## config.mk

```make
export PLATFORM = sky130hd
export DESIGN_NAME = memory_access
export DESIGN_NICKNAME = d
export VERILOG_FILES = /design/src/rtl/memory_access.sv
export SDC_FILE = /design/constraint.sdc
export NUM_CORES = 1
export LEC_CHECK = 0
export BUFFER_PORTS_ARGS = -buffer_cell sky130_fd_sc_hd__buf_2
export CORE_MARGIN = 2
export CORE_UTILIZATION = 35
export CTS_CLUSTER_DIAMETER = 50
export DETAILED_ROUTE_END_ITERATION = 10
export GPL_ROUTABILITY_DRIVEN = 0
export GPL_TIMING_DRIVEN = 0
export PLACE_DENSITY = 0.63
export SLEW_MARGIN = 15
export SYNTH_ARGS = -nofsm -noshare
export SYNTH_HDL_FRONTEND = slang
export SYNTH_SLANG_ARGS = --single-unit
```

## constraint.sdc

```tcl
create_clock -name clk -period 1.9 [get_ports clk]
set_clock_uncertainty 0.05 [all_clocks]
set_input_delay 0.285 -clock clk [delete_from_list [all_inputs] [get_ports clk]]
set_output_delay 0.285 -clock clk [all_outputs]
set_load 0.01 [all_outputs]
```

## src/rtl/memory_access.sv

```systemverilog
// MEM pipeline stage: issues data-memory loads/stores over a req/ack bus,
// stalls upstream while a transaction is outstanding, and registers results for writeback.
module memory_access #(
  parameter int unsigned TIMEOUT_CYCLES = 256
) (
  input  logic        clk,
  input  logic        rst,
  input  logic        valid_in,
  input  logic        mem_read,
  input  logic        mem_write,
  input  logic [2:0]  funct3,
  input  logic [31:0] addr,
  input  logic [31:0] store_data,
  input  logic [31:0] exec_data_in,
  input  logic [31:0] next_pc,
  input  logic [1:0]  res_src_in,
  output logic        stall,
  output logic        valid_out,
  output logic [31:0] exec_data_out,
  output logic [31:0] mem_data_out,
  output logic [31:0] next_pc_out,
  output logic [1:0]  res_src_out,
  output logic        misaligned_exc,
  output logic        bus_error,
  output logic        dmem_req,
  output logic        dmem_we,
  output logic [31:0] dmem_addr,
  output logic [31:0] dmem_wdata,
  output logic [3:0]  dmem_be,
  input  logic [31:0] dmem_rdata,
  input  logic        dmem_ack
);

  localparam int unsigned CW = (TIMEOUT_CYCLES > 1) ? $clog2(TIMEOUT_CYCLES) : 1;
  localparam logic [CW-1:0] CNT_LAST = CW'(TIMEOUT_CYCLES - 1);

  typedef enum logic [0:0] {IDLE = 1'b0, BUSY = 1'b1} state_e;

  function automatic logic [31:0] load_extract(input logic [2:0] f3, input logic [1:0] lane,
                                               input logic [31:0] rd);
    logic [31:0] sh;
    logic [7:0]  b;
    logic [15:0] h;
    logic [31:0] r;
    sh = rd >> {lane, 3'b000};
    b  = sh[7:0];
    h  = lane[1] ? rd[31:16] : rd[15:0];
    case (f3)
      3'b000:  r = {{24{b[7]}}, b};
      3'b001:  r = {{16{h[15]}}, h};
      3'b010:  r = rd;
      3'b100:  r = {24'h000000, b};
      3'b101:  r = {16'h0000, h};
      default: r = 32'h0000_0000;
    endcase
    return r;
  endfunction

  function automatic logic [3:0] store_be(input logic [2:0] f3, input logic [1:0] lane);
    logic [3:0] r;
    case (f3)
      3'b000:  r = 4'b0001 << lane;
      3'b001:  r = 4'b0011 << lane;
      default: r = 4'b1111;
    endcase
    return r;
  endfunction

  function automatic logic [31:0] store_wdata(input logic [2:0] f3, input logic [31:0] d);
    logic [31:0] r;
    case (f3)
      3'b000:  r = {4{d[7:0]}};
      3'b001:  r = {2{d[15:0]}};
      default: r = d;
    endcase
    return r;
  endfunction

  state_e        state_q, state_d;
  logic [CW-1:0] cnt_q, cnt_d;
  logic [1:0]    lane_q, lane_d;
  logic [2:0]    f3_q, f3_d;
  logic          load_q, load_d;
  logic [31:0]   hold_exec_q, hold_exec_d;
  logic [31:0]   hold_pc_q, hold_pc_d;
  logic [1:0]    hold_res_q, hold_res_d;
  logic          valid_q, valid_d;
  logic [31:0]   exec_q, exec_d;
  logic [31:0]   mdata_q, mdata_d;
  logic [31:0]   pc_q, pc_d;
  logic [1:0]    res_q, res_d;
  logic          mis_q, mis_d;
  logic          berr_q, berr_d;
  logic          req_q, req_d;
  logic          we_q, we_d;
  logic [31:0]   daddr_q, daddr_d;
  logic [31:0]   wdata_q, wdata_d;
  logic [3:0]    be_q, be_d;

  logic memop_s;
  logic legal_s;
  logic aligned_s;
  logic ok_s;

  assign memop_s = valid_in & (mem_read | mem_write);
  assign ok_s    = legal_s & aligned_s;

  // Access legality: funct3 encoding and natural alignment for the access size.
  always_comb begin
    legal_s   = 1'b0;
    aligned_s = 1'b1;
    if (mem_read) begin
      case (funct3)
        3'b000, 3'b001, 3'b010, 3'b100, 3'b101: legal_s = 1'b1;
        default:                                legal_s = 1'b0;
      endcase
    end else begin
      case (funct3)
        3'b000, 3'b001, 3'b010: legal_s = 1'b1;
        default:                legal_s = 1'b0;
      endcase
    end
    case (funct3[1:0])
      2'b01:   aligned_s = ~addr[0];
      2'b10:   aligned_s = (addr[1:0] == 2'b00);
      default: aligned_s = 1'b1;
    endcase
  end

  // Next-state logic: issue, wait for ack or timeout, then present results for one cycle.
  always_comb begin
    state_d     = state_q;
    cnt_d       = cnt_q;
    lane_d      = lane_q;
    f3_d        = f3_q;
    load_d      = load_q;
    hold_exec_d = hold_exec_q;
    hold_pc_d   = hold_pc_q;
    hold_res_d  = hold_res_q;
    valid_d     = 1'b0;
    exec_d      = exec_q;
    mdata_d     = mdata_q;
    pc_d        = pc_q;
    res_d       = res_q;
    mis_d       = 1'b0;
    berr_d      = 1'b0;
    req_d       = req_q;
    we_d        = we_q;
    daddr_d     = daddr_q;
    wdata_d     = wdata_q;
    be_d        = be_q;
    case (state_q)
      IDLE: begin
        if (memop_s && ok_s) begin
          state_d     = BUSY;
          cnt_d       = {CW{1'b0}};
          lane_d      = addr[1:0];
          f3_d        = funct3;
          load_d      = mem_read;
          hold_exec_d = exec_data_in;
          hold_pc_d   = next_pc;
          hold_res_d  = res_src_in;
          req_d       = 1'b1;
          we_d        = ~mem_read;
          daddr_d     = {addr[31:2], 2'b00};
          be_d        = mem_read ? 4'b1111 : store_be(funct3, addr[1:0]);
          wdata_d     = mem_read ? 32'h0000_0000 : store_wdata(funct3, store_data);
        end else if (valid_in) begin
          // Non-memory op or rejected access: retire in one cycle, no bus activity.
          valid_d = 1'b1;
          mis_d   = memop_s;
          exec_d  = exec_data_in;
          pc_d    = next_pc;
          res_d   = res_src_in;
          mdata_d = 32'h0000_0000;
        end else begin
          state_d = IDLE;
        end
      end
      BUSY: begin
        if (dmem_ack) begin
          state_d = IDLE;
          req_d   = 1'b0;
          valid_d = 1'b1;
          exec_d  = hold_exec_q;
          pc_d    = hold_pc_q;
          res_d   = hold_res_q;
          mdata_d = load_q ? load_extract(f3_q, lane_q, dmem_rdata) : 32'h0000_0000;
        end else if (cnt_q == CNT_LAST) begin
          state_d = IDLE;
          req_d   = 1'b0;
          valid_d = 1'b1;
          berr_d  = 1'b1;
          exec_d  = hold_exec_q;
          pc_d    = hold_pc_q;
          res_d   = hold_res_q;
          mdata_d = 32'h0000_0000;
        end else begin
          cnt_d = cnt_q + {{(CW-1){1'b0}}, 1'b1};
        end
      end
      default: begin
        state_d = IDLE;
        req_d   = 1'b0;
      end
    endcase
  end

  // State and output registers with synchronous reset.
  always_ff @(posedge clk) begin
    if (rst) begin
      state_q     <= IDLE;
      cnt_q       <= {CW{1'b0}};
      lane_q      <= 2'b00;
      f3_q        <= 3'b000;
      load_q      <= 1'b0;
      hold_exec_q <= 32'h0000_0000;
      hold_pc_q   <= 32'h0000_0000;
      hold_res_q  <= 2'b00;
      valid_q     <= 1'b0;
      exec_q      <= 32'h0000_0000;
      mdata_q     <= 32'h0000_0000;
      pc_q        <= 32'h0000_0000;
      res_q       <= 2'b00;
      mis_q       <= 1'b0;
      berr_q      <= 1'b0;
      req_q       <= 1'b0;
      we_q        <= 1'b0;
      daddr_q     <= 32'h0000_0000;
      wdata_q     <= 32'h0000_0000;
      be_q        <= 4'b0000;
    end else begin
      state_q     <= state_d;
      cnt_q       <= cnt_d;
      lane_q      <= lane_d;
      f3_q        <= f3_d;
      load_q      <= load_d;
      hold_exec_q <= hold_exec_d;
      hold_pc_q   <= hold_pc_d;
      hold_res_q  <= hold_res_d;
      valid_q     <= valid_d;
      exec_q      <= exec_d;
      mdata_q     <= mdata_d;
      pc_q        <= pc_d;
      res_q       <= res_d;
      mis_q       <= mis_d;
      berr_q      <= berr_d;
      req_q       <= req_d;
      we_q        <= we_d;
      daddr_q     <= daddr_d;
      wdata_q     <= wdata_d;
      be_q        <= be_d;
    end
  end

  assign stall          = (state_q == BUSY) | ((state_q == IDLE) & memop_s & ok_s);
  assign valid_out      = valid_q;
  assign exec_data_out  = exec_q;
  assign mem_data_out   = mdata_q;
  assign next_pc_out    = pc_q;
  assign res_src_out    = res_q;
  assign misaligned_exc = mis_q;
  assign bus_error      = berr_q;
  assign dmem_req       = req_q;
  assign dmem_we        = we_q;
  assign dmem_addr      = daddr_q;
  assign dmem_wdata     = wdata_q;
  assign dmem_be        = be_q;

endmodule
```

==> results of run 1 <==
==> cell usage after synthesis (2+ instances only) <==
library cell  number  area share
nor3b_2            2      0.0025
xor2_1             3      0.0026
nor4_1             2      0.0012
buf_4              3      0.0022
buf_1              8      0.0030
nand2_1          214       0.079
a222oi_1           7      0.0069
a211oi_1          17       0.013
a221oi_1          73       0.063
a221o_1            8      0.0079
nand3_1            3      0.0015
o31ai_1            3      0.0022
ha_1               4      0.0049
o2bb2ai_1         32       0.028
a21o_1             2      0.0015
o21ai_0            8      0.0039
nor3_1             4      0.0020
a311oi_1           4      0.0035
xnor2_1            2      0.0017
a21oi_1          108       0.053
inv_1              4      0.0015
o21bai_1           3      0.0022
buf_2             26       0.013
or2_2              2      0.0012
mux2_2            15       0.017
nand4b_1           2      0.0017
clkbuf_1          64       0.024
o21a_1             2      0.0015
a22o_1            16       0.014
dfxtp_1          250        0.49
nand4_1            3      0.0019
nand2b_1          23       0.014
a32o_1            16       0.016
nor2_1            84       0.031
nor2b_1            6      0.0037
mux2i_1           69       0.068
==> cells by family (layout without fill, tap and decap cells) <==
| logic type | Yosys count | count (layout) | synth area share |
|---|---|---|---|
| xor+xnor | 5 | 5 | 0.00432 |
| compound gates | 305 | 305 | 0.221 |
| fa+ha+maj | 4 | 4 | 0.00494 |
| mux | 85 | 85 | 0.0870 |
| other cells | 1 | 4 | 0.000370 |
| flops | 250 | 250 | 0.494 |
| simple gates | 351 | 351 | 0.145 |
| buf+inv | 106 | 613 | 0.0437 |
==> routing by layer <==
metal / vias up / GRT usage / routed length, um / share of wire
li1: 4987 / - / - / -
met1: 5053 / 0.286 / 15300 / 0.42
met2: 418 / 0.398 / 17400 / 0.48
met3: 60 / 0.0556 / 2810 / 0.077
met4: 0 / 0.0560 / 798 / 0.022
met5: - / 0 / 0 / 0
==> stage by stage <==
stage	std cells	hold slack, ps	setup TNS (ps)	util
3_3_place_gp	1832	391	-152550	0.432
4_1_cts	1995	2.18	-106	0.514
2_1_floorplan	1108	361	0	-
3_5_place_dp	1832	395	-160550	0.432
6_report	2001	13.9	0	0.525
5_1_grt	2001	13.8	-170	0.525
==> registers in the layout, summed over array words and instances, names as in the netlist, 3 cells and up <==
| register | flops |
|---|---|
| hold_pc_q | 32 |
| dmem_wdata | 32 |
| dmem_addr | 30 |
| f3_q | 3 |
| cnt_q | 8 |
| dmem_be | 4 |
| mem_data_out | 32 |
| next_pc_out | 32 |
| hold_exec_q | 32 |
| exec_data_out | 32 |
==> where the power goes <==
group          switching, uW  leakage (uW)  total [uW]  internal [uW]
logic                   1080       0.00359        1970            885
clock network           2470      0.000537        6320           3850
registers                126       0.00204        5610           5490
total                   3680       0.00617       13900          10200
==> path summary, 6_finish.rpt <==
check | start | to | slack [ps]
min reg2reg | dmem_addr[31] | dmem_addr[31] | 400
min | store_data[7] | dmem_wdata[7] | 10
max | funct3[1] | stall | 60
max reg2reg | cnt_q[1] | exec_data_out[17] | 90
==> what timing repair did <==
item | 4_1_cts | 5_1_grt
endpoints found under the hold margin | 101 | 0
hold buffers | 101 | 0
gates cloned | 0 | 0
buffers inserted | 5 | 6
endpoints found under the setup margin | 248 | 215
pin swaps | 7 | 4
gates resized for setup | 70 | 95
==> layout make-up <==
| cell class | count | area, um2 |
|---|---|---|
| well taps | 384 | 480 |
| inverters | 4 | 15.0 |
| flip-flops and latches | 250 | 5020 |
| clock buffers | 40 | 905 |
| fillers | 2646 | 13600 |
| multi-input cells | 752 | 4970 |
| repair buffers | 452 | 2800 |
| diodes | 2 | 5.00 |
| plain buffers | 98 | 626 |
| clock inverters | 19 | 205 |
==> flow_summary_export.csv, run 1 <==
group,metric,value,unit
timing,fmax,544,MHz
power,power.total,13900,uW
global_routing,grt_max_degree,14,
place,pre_cts_ws,-829,ps
power,power_density,925,nW/um2
drt,drtPass1Iterations,5,
clock_tree,clockBufferDepth,3,
logic_synthesis,synthCells,1107,
timing,setup_slack,61.2,ps
setup_path,crit_buf_inv,4,
logic_synthesis,async_flop_share,0,
setup_path,cp_max_fo,3,
setup_path,crit_path_max_incr_delay,310,ps
layout,drive_above_1_share,0.337,
timing,period_share,0.968,
place,portBuffers,340,
drt,antenna_left,0,
flow_run,max-cap-violations,0,
clock_tree,clock_latency,500,ps
die,ios,343,
global_routing,gr-usage-all-layers,0.230,
setup_path,rr_worst_depth,8,
drt,drc,0,
die,row_count,62,
setup_path,critical_path_class,"input port to output port",
layout,layout_commonest_cell,"buf_2",
logic_synthesis,yosys_most_used_dff,"dfxtp_1",
setup_path,cp_slowest_cell,"o31a_1",
setup_path,cp_top_family,"compound AO/OA/AOI/OAI gates",
die,fp.coreArea,28600,um2
global_routing,grt_pass1_vias,10300,
timing,hold_violations,0,
setup_path,crit_chain,"buf_2 > inv_2 > ha_1 > inv_2 > o31a_1 > a31o_2 > buf_4",
global_routing,antenna_found_initial,2,
timing,slew_headroom,0.484,
die,fp.dieH,174,um
logic_synthesis,synth_edf_count,0,
clock_tree,h-tree-depth,2,
worst_hold_path,worst_hold_path_type,"input port to flop",
clock_tree,cts_tree,"yes",
place,dp.final_hpwl,25.8,mm
global_routing,grt_pass1_wl,56.4,mm
run_status,status,"finished, final reports clean",
power,worst_ir_drop_vdd,0.630,mV
drt,via_count,10500,
logic_synthesis,seq_area_frac_synth,0.494,
layout,area_growth,48.2,%
clock_tree,cts_root_buffer,"clkbuf_16",
logic_synthesis,ys_warn_count,0,
clock_tree,cts_buffers,34,
drt,viasPerCell,5.26,
die,start_util,0.354,
die,dieArea,30400,um2
setup_path,crit_arrival,1500,ps
power,p_leak,0.00617,uW
drt,wire_per_inst,18.1,um
timing,finalMaxSlewViolations,0,
timing,setup_viol,0,
logic_synthesis,synth.cell_area,10100,um2
clock_tree,clk_pin_slew,60,ps
drt,drt_iter0_drc,601,
place,placed_area,12400,um2
layout,stdcell_area,15000,um2
die,die_w,174,um
clock_tree,cts_num_sinks,250,
setup_path,cp_num_cells,7,
setup_path,required,1560,ps
worst_hold_path,hold_depth,2,
setup_path,cp-start-kind,"input port",
layout,final_cell_mix,"buf_2 (349), dfxtp_1 (243), nand2_1 (213), a21oi_1 (107), dlygate4sd3_1 (101)",
setup_path,path_common_cell,"inv_2",
timing,worstMarginPinSlew,775,ps
setup_path,cp-end-kind,"output port",
logic_synthesis,syn_area_per_cell,9.16,um2
global_routing,grt_overflow,0,
logic_synthesis,synth-seq-cells,250,
layout,nets,1767,
timing,period_needed,1840,ps
drt,routed_wl,36.3,mm
logic_synthesis,synth.distinct_cells,51,
Power figures use the tool's default switching activity.
==> inputs of run 2 (changes only) <==
Settings changed: REMOVE_ABC_BUFFERS set to 1.
==> run 2 against run 1 <==
Against the previous run:
- cell area increased by 3.0%
- critical path depth is the same
- non-clock buffer count is 10 lower
- flip-flop and latch count did not move
- global-route usage decreased by 1.8 points
- total power decreased by 2.4%
- sequential share of layout area is 0.94 points lower
- worst hold slack got worse by 1.3 ps
- via count is 2.0% lower
- register-to-register slack about the same
==> flow_summary_export.csv, run 2 (same netlist as run 1, synthesis figures left out) <==
group,metric,value,unit
run_status,status,"finished, final reports clean",
drt,drc,0,
drt,drtPass1Iterations,5,
clock_tree,cts_root_buffer,"clkbuf_16",
die,start_util,0.354,
timing,slew_headroom,0.518,
global_routing,grt_max_degree,125,
setup_path,critical_path_class,"input port to output port",
setup_path,cp-end-kind,"output port",
timing,period_share,0.986,
global_routing,busiest_layer,"met2",
setup_path,crit_chain,"buf_4 > inv_2 > ha_4 > nor2b_4 > o31a_4 > a31o_2 > buf_4",
flow_run,max-cap-violations,0,
place,placed_area,12400,um2
power,power_density,877,nW/um2
timing,worstMarginPinSlew,720,ps
layout,layout_commonest_cell,"buf_2",
layout,n_antenna_cell,0,
clock_tree,h-tree-depth,1,
global_routing,grt_util_met1,0.257,
setup_path,required,1560,ps
die,die_w,174,um
die,ios,343,
layout,stdcell_area,15500,um2
timing,hold_slack,12.7,ps
setup_path,crit_path_max_incr_delay,360,ps
timing,period_needed,1870,ps
clock_tree,cts_tree,"yes",
drt,drt_iter0_drc,608,
place,dp.final_hpwl,20.3,mm
layout,nFillCells,2526,
timing,setup_viol,0,
global_routing,grt_pass1_wl,53.1,mm
setup_path,cp_max_fo,5,
drt,routed_wl,34.2,mm
drt,antenna_left,0,
clock_tree,clk_pin_slew,60,ps
place,pre_cts_ws,-1350,ps
global_routing,gr-usage-all-layers,0.211,
timing,hold_violations,0,
die,fp.coreArea,28600,um2
global_routing,grt_overflow,0,
drt,via_count,10300,
setup_path,cp_slowest_cell,"o31a_4",
setup_path,cp-start-kind,"input port",
die,dieArea,30400,um2
setup_path,crit_arrival,1540,ps
power,worst_ir_drop_vdd,0.707,mV
timing,fmax,534,MHz
drt,viasPerCell,5.19,
timing,setup_slack,25.8,ps
layout,area_growth,52.7,%
power,p_leak,0.00630,uW
timing,finalMaxSlewViolations,0,
layout,nets,1757,
layout,drive_above_1_share,0.320,
die,row_count,62,
global_routing,met3_usage,0.0549,
global_routing,grt_pass1_vias,9967,
global_routing,use_met2,0.365,
place,portBuffers,340,
worst_hold_path,worst_hold_path_type,"input port to flop",
clock_tree,clockBufferDepth,3,
drt,wire_per_inst,17.2,um
layout,final_cell_mix,"buf_2 (336), dfxtp_1 (242), nand2_1 (213), dlygate4sd3_1 (144), a21oi_1 (107)",
die,fp.dieH,174,um
clock_tree,clock_latency,560,ps
setup_path,path_common_cell,"buf_4",
clock_tree,cts_num_sinks,250,
global_routing,antenna_found_initial,1,
clock_tree,cts_buffers,31,
==> run 2: cell types whose count changed in the layout (fill, tap and decap cells not counted), sizes merged <==
| cell | change |
|---|---|
| clkinv | -7 |
| clkbuf | -65 |
| diode | -2 |
| nor2 | +1 |
| buf | +12 |
| nand3 | +2 |
| dlygate4sd3 | +43 |
==> run 2: where the power goes <==
part,leakage [uW],internal (uW),switching [uW]
Combinational,0.00376,988,1060
Clock,0.000499,3630,2290
Sequential,0.00204,5480,123
==> run 2: per-stage QoR <==
stage	std cells	util	total power, uW	setup TNS [ps]
CTS	1976	0.533	13700	0
global placement	1730	0.416	7240	-1554570
detailed placement	1749	0.433	7360	-244420
global route	1985	0.541	14100	-12.3
finish	1985	0.541	13600	0
floorplan	1006	-	6520	-807010
==> run 2: what timing repair did <==
action / CTS / global route
setup buffers: 27 / 7
gates resized for setup: 35 / 25
hold buffers: 144 / 0
endpoints found under the hold margin: 144 / 0
cloned: 4 / 2
endpoints found under the setup margin: 247 / 170
pin swaps: 11 / 3
==> run 2: final cells by class <==
cell class                 count  area, um2  share of cell area
sequential                   250       5020               0.324
multi-input combinational    755       5010               0.323
timing repair buffer         540       3920               0.253
clock buffer                  40        870              0.0562
tap                          384        480              0.0310
clock inverter                12        171              0.0111
inverter                       4       15.0            0.000970
==> run 2: final timing paths <==
path,startpoint,endpoint,slack [ps],depth (start not counted)
hold / removal,dmem_rdata[10],mem_data_out[10],10,3
setup / recovery,funct3[1],stall,30,7
hold reg to reg,hold_pc_q[22],hold_pc_q[22],400,2
setup reg to reg,cnt_q[3],mem_data_out[22],100,8
==> run 2: per-layer routing <==
metal / vias up / routed length, um
met5: - / 9
met4: 2 / 1020
met3: 80 / 2650
met2: 409 / 16200
li1: 4953 / -
met1: 4867 / 14200
==> run 2: worst max-delay path, delay by kind of cell <==
family,cells,cell delay [ps]
buffers and inverters,3,320
AO/OA/AOI/OAI,2,600
adder cells (fa/ha/maj),1,180
AND/OR/NAND/NOR,1,140
==> inputs of run 3 (changes only) <==
Settings changed: PLACE_DENSITY 0.63 to unset.
==> run 3 against run 2 <==
Against the previous run:
- cell area is 0.64% lower
- flip-flop and latch count stayed put
- utilization is 0.35 points lower
- clock-buffer cell count is 3 higher
- via count is 1.2% lower
- setup slack better by 23 ps
- critical endpoint unchanged
- largest power group unchanged
==> flow_summary_export.csv, run 3 (same netlist as run 1, synthesis figures left out) <==
group,metric,value,unit
run_status,status,"finished, final reports clean",
timing,hold_violations,0,
power,power_density,877,nW/um2
layout,area_growth,51.7,%
worst_hold_path,worst_hold_path_type,"input port to flop",
place,dp_cells,1749,
timing,rsz0062_at_grt,"true",
clock_tree,cts_num_sinks,250,
global_routing,grt_max_degree,99,
layout,final_util,0.537,
setup_path,crit_arrival,1520,ps
timing,setup_viol,0,
power,seq_power_share,0.416,
power,power_switching,3490,uW
place,portBuffers,340,
drt,wire_per_inst,17.3,um
timing,worstMarginPinSlew,806,ps
timing,setup_slack,48.9,ps
power,p_int,10000,uW
layout,nets,1752,
setup_path,rr_worst_depth,9,
clock_tree,cts_tree,"yes",
clock_tree,cts_buffers,31,
drt,drc,0,
setup_path,cp-start-kind,"input port",
power,combinationalPowerShare,0.150,
timing,period_share,0.974,
drt,drtPass1Iterations,7,
worst_hold_path,hold_depth,3,
power,p_leak,0.00626,uW
clock_tree,cts_root_buffer,"clkbuf_16",
global_routing,grt_overflow,0,
setup_path,critical_path_class,"input port to output port",
die,fp.dieH,174,um
die,start_util,0.354,
layout,stdcell_area,15400,um2
setup_path,cp_max_fo,3,
drt,routed_wl,34.3,mm
flow_run,max-cap-violations,0,
layout,final_cell_mix,"buf_2 (339), dfxtp_1 (243), nand2_1 (213), dlygate4sd3_1 (140), a21oi_1 (107)",
die,die_w,174,um
timing,period_needed,1850,ps
place,dp.final_hpwl,20.7,mm
clock_tree,clock_latency,540,ps
layout,n_antenna_cell,0,
power,clkPwrFrac,0.434,
setup_path,required,1560,ps
clock_tree,h-tree-depth,1,
drt,drt_iter0_drc,511,
setup_path,cp-end-kind,"output port",
drt,via_count,10200,
die,ios,343,
global_routing,grt_pass1_wl,53.1,mm
place,pre_cts_ws,-1450,ps
die,dieArea,30400,um2
setup_path,r2r-start,"cnt_q[0]",
layout,layout_commonest_cell,"buf_2",
layout,drive_above_1_share,0.321,
power,power_switching_share,0.259,
drt,antenna_left,0,
die,fp.coreArea,28600,um2
worst_hold_path,hp-start,"dmem_rdata[8]",
setup_path,r2r-end,"mem_data_out[4]",
setup_path,reg2reg_setup_slack,90,ps
timing,fmax,540,MHz
global_routing,grt_pass1_vias,9989,
timing,hold_slack,29.9,ps
die,row_count,62,
drt,viasPerCell,5.14,
clock_tree,clockBufferDepth,3,
layout,final_cells,1984,
power,worst_ir_drop_vdd,0.698,mV
global_routing,antenna_found_initial,1,
global_routing,gr-usage-all-layers,0.212,
place,placed_area,12300,um2
timing,finalMaxSlewViolations,0,
worst_hold_path,worstHoldEndpoint,"mem_data_out[8]",
timing,slew_headroom,0.460,
clock_tree,clk_pin_slew,60,ps
## run 3: per-layer routing
layer	track usage	wire length, um
met5	0	9
met4	0.0581	855
met3	0.0545	2530
met2	0.371	16800
met1	0.258	14100
## run 3: how the worst max path moves through the flow
stage | startpoint | endpoint | slack, ps | cells after the start
after floorplan | state_q | exec_data_out[21] | -3580 | 4
after global placement | state_q | exec_data_out[21] | -7290 | 4
after detailed placement | funct3[1] | mem_data_out[12] | -1450 | 9
after CTS | cnt_q[0] | mem_data_out[21] | -9 | 8
after global routing | cnt_q[1] | exec_data_out[25] | -40 | 7
final | funct3[0] | stall | 50 | 7
## run 3: power groups by stage
stage	logic (uW)	registers (uW)	clock network [uW]
floorplan	702	5820	0
global placement	1510	5740	0
detailed placement	1620	5720	0
CTS	1940	5610	6000
global route	2200	5640	6240
finish	2020	5610	5860
## run 3: worst max-delay path, stage by stage
cell	delay (ps)
buf_2	130
inv_2	60
ha_4	250
inv_1	80
o31a_1	320
a31o_2	250
buf_2	150
## run 3: area by class of cell
type / instances / area [um2]
tap: 384 / 480
sequential: 250 / 5020
clock inverter: 13 / 143
timing repair buffer: 535 / 3840
clock buffer: 43 / 891
inverter: 4 / 15.0
multi-input combinational: 755 / 5000
fill: 2582 / 13200
## run 3: metrics by stage
step / TNS [ps] / total power [uW]
floorplan: -807010 / 6520
global placement: -1588310 / 7250
detailed placement: -287350 / 7340
CTS: -34.0 / 13600
global route: -76.2 / 14100
finish: 0 / 13500
## run 3: what timing repair did
item | CTS | global route
hold buffers | 140 | 0
endpoints found under the hold margin | 139 | 0
setup buffers | 18 | 14
gates resized for setup | 29 | 25
gates cloned | 4 | 3
endpoints found under the setup margin | 248 | 184
pin swaps | 11 | 9
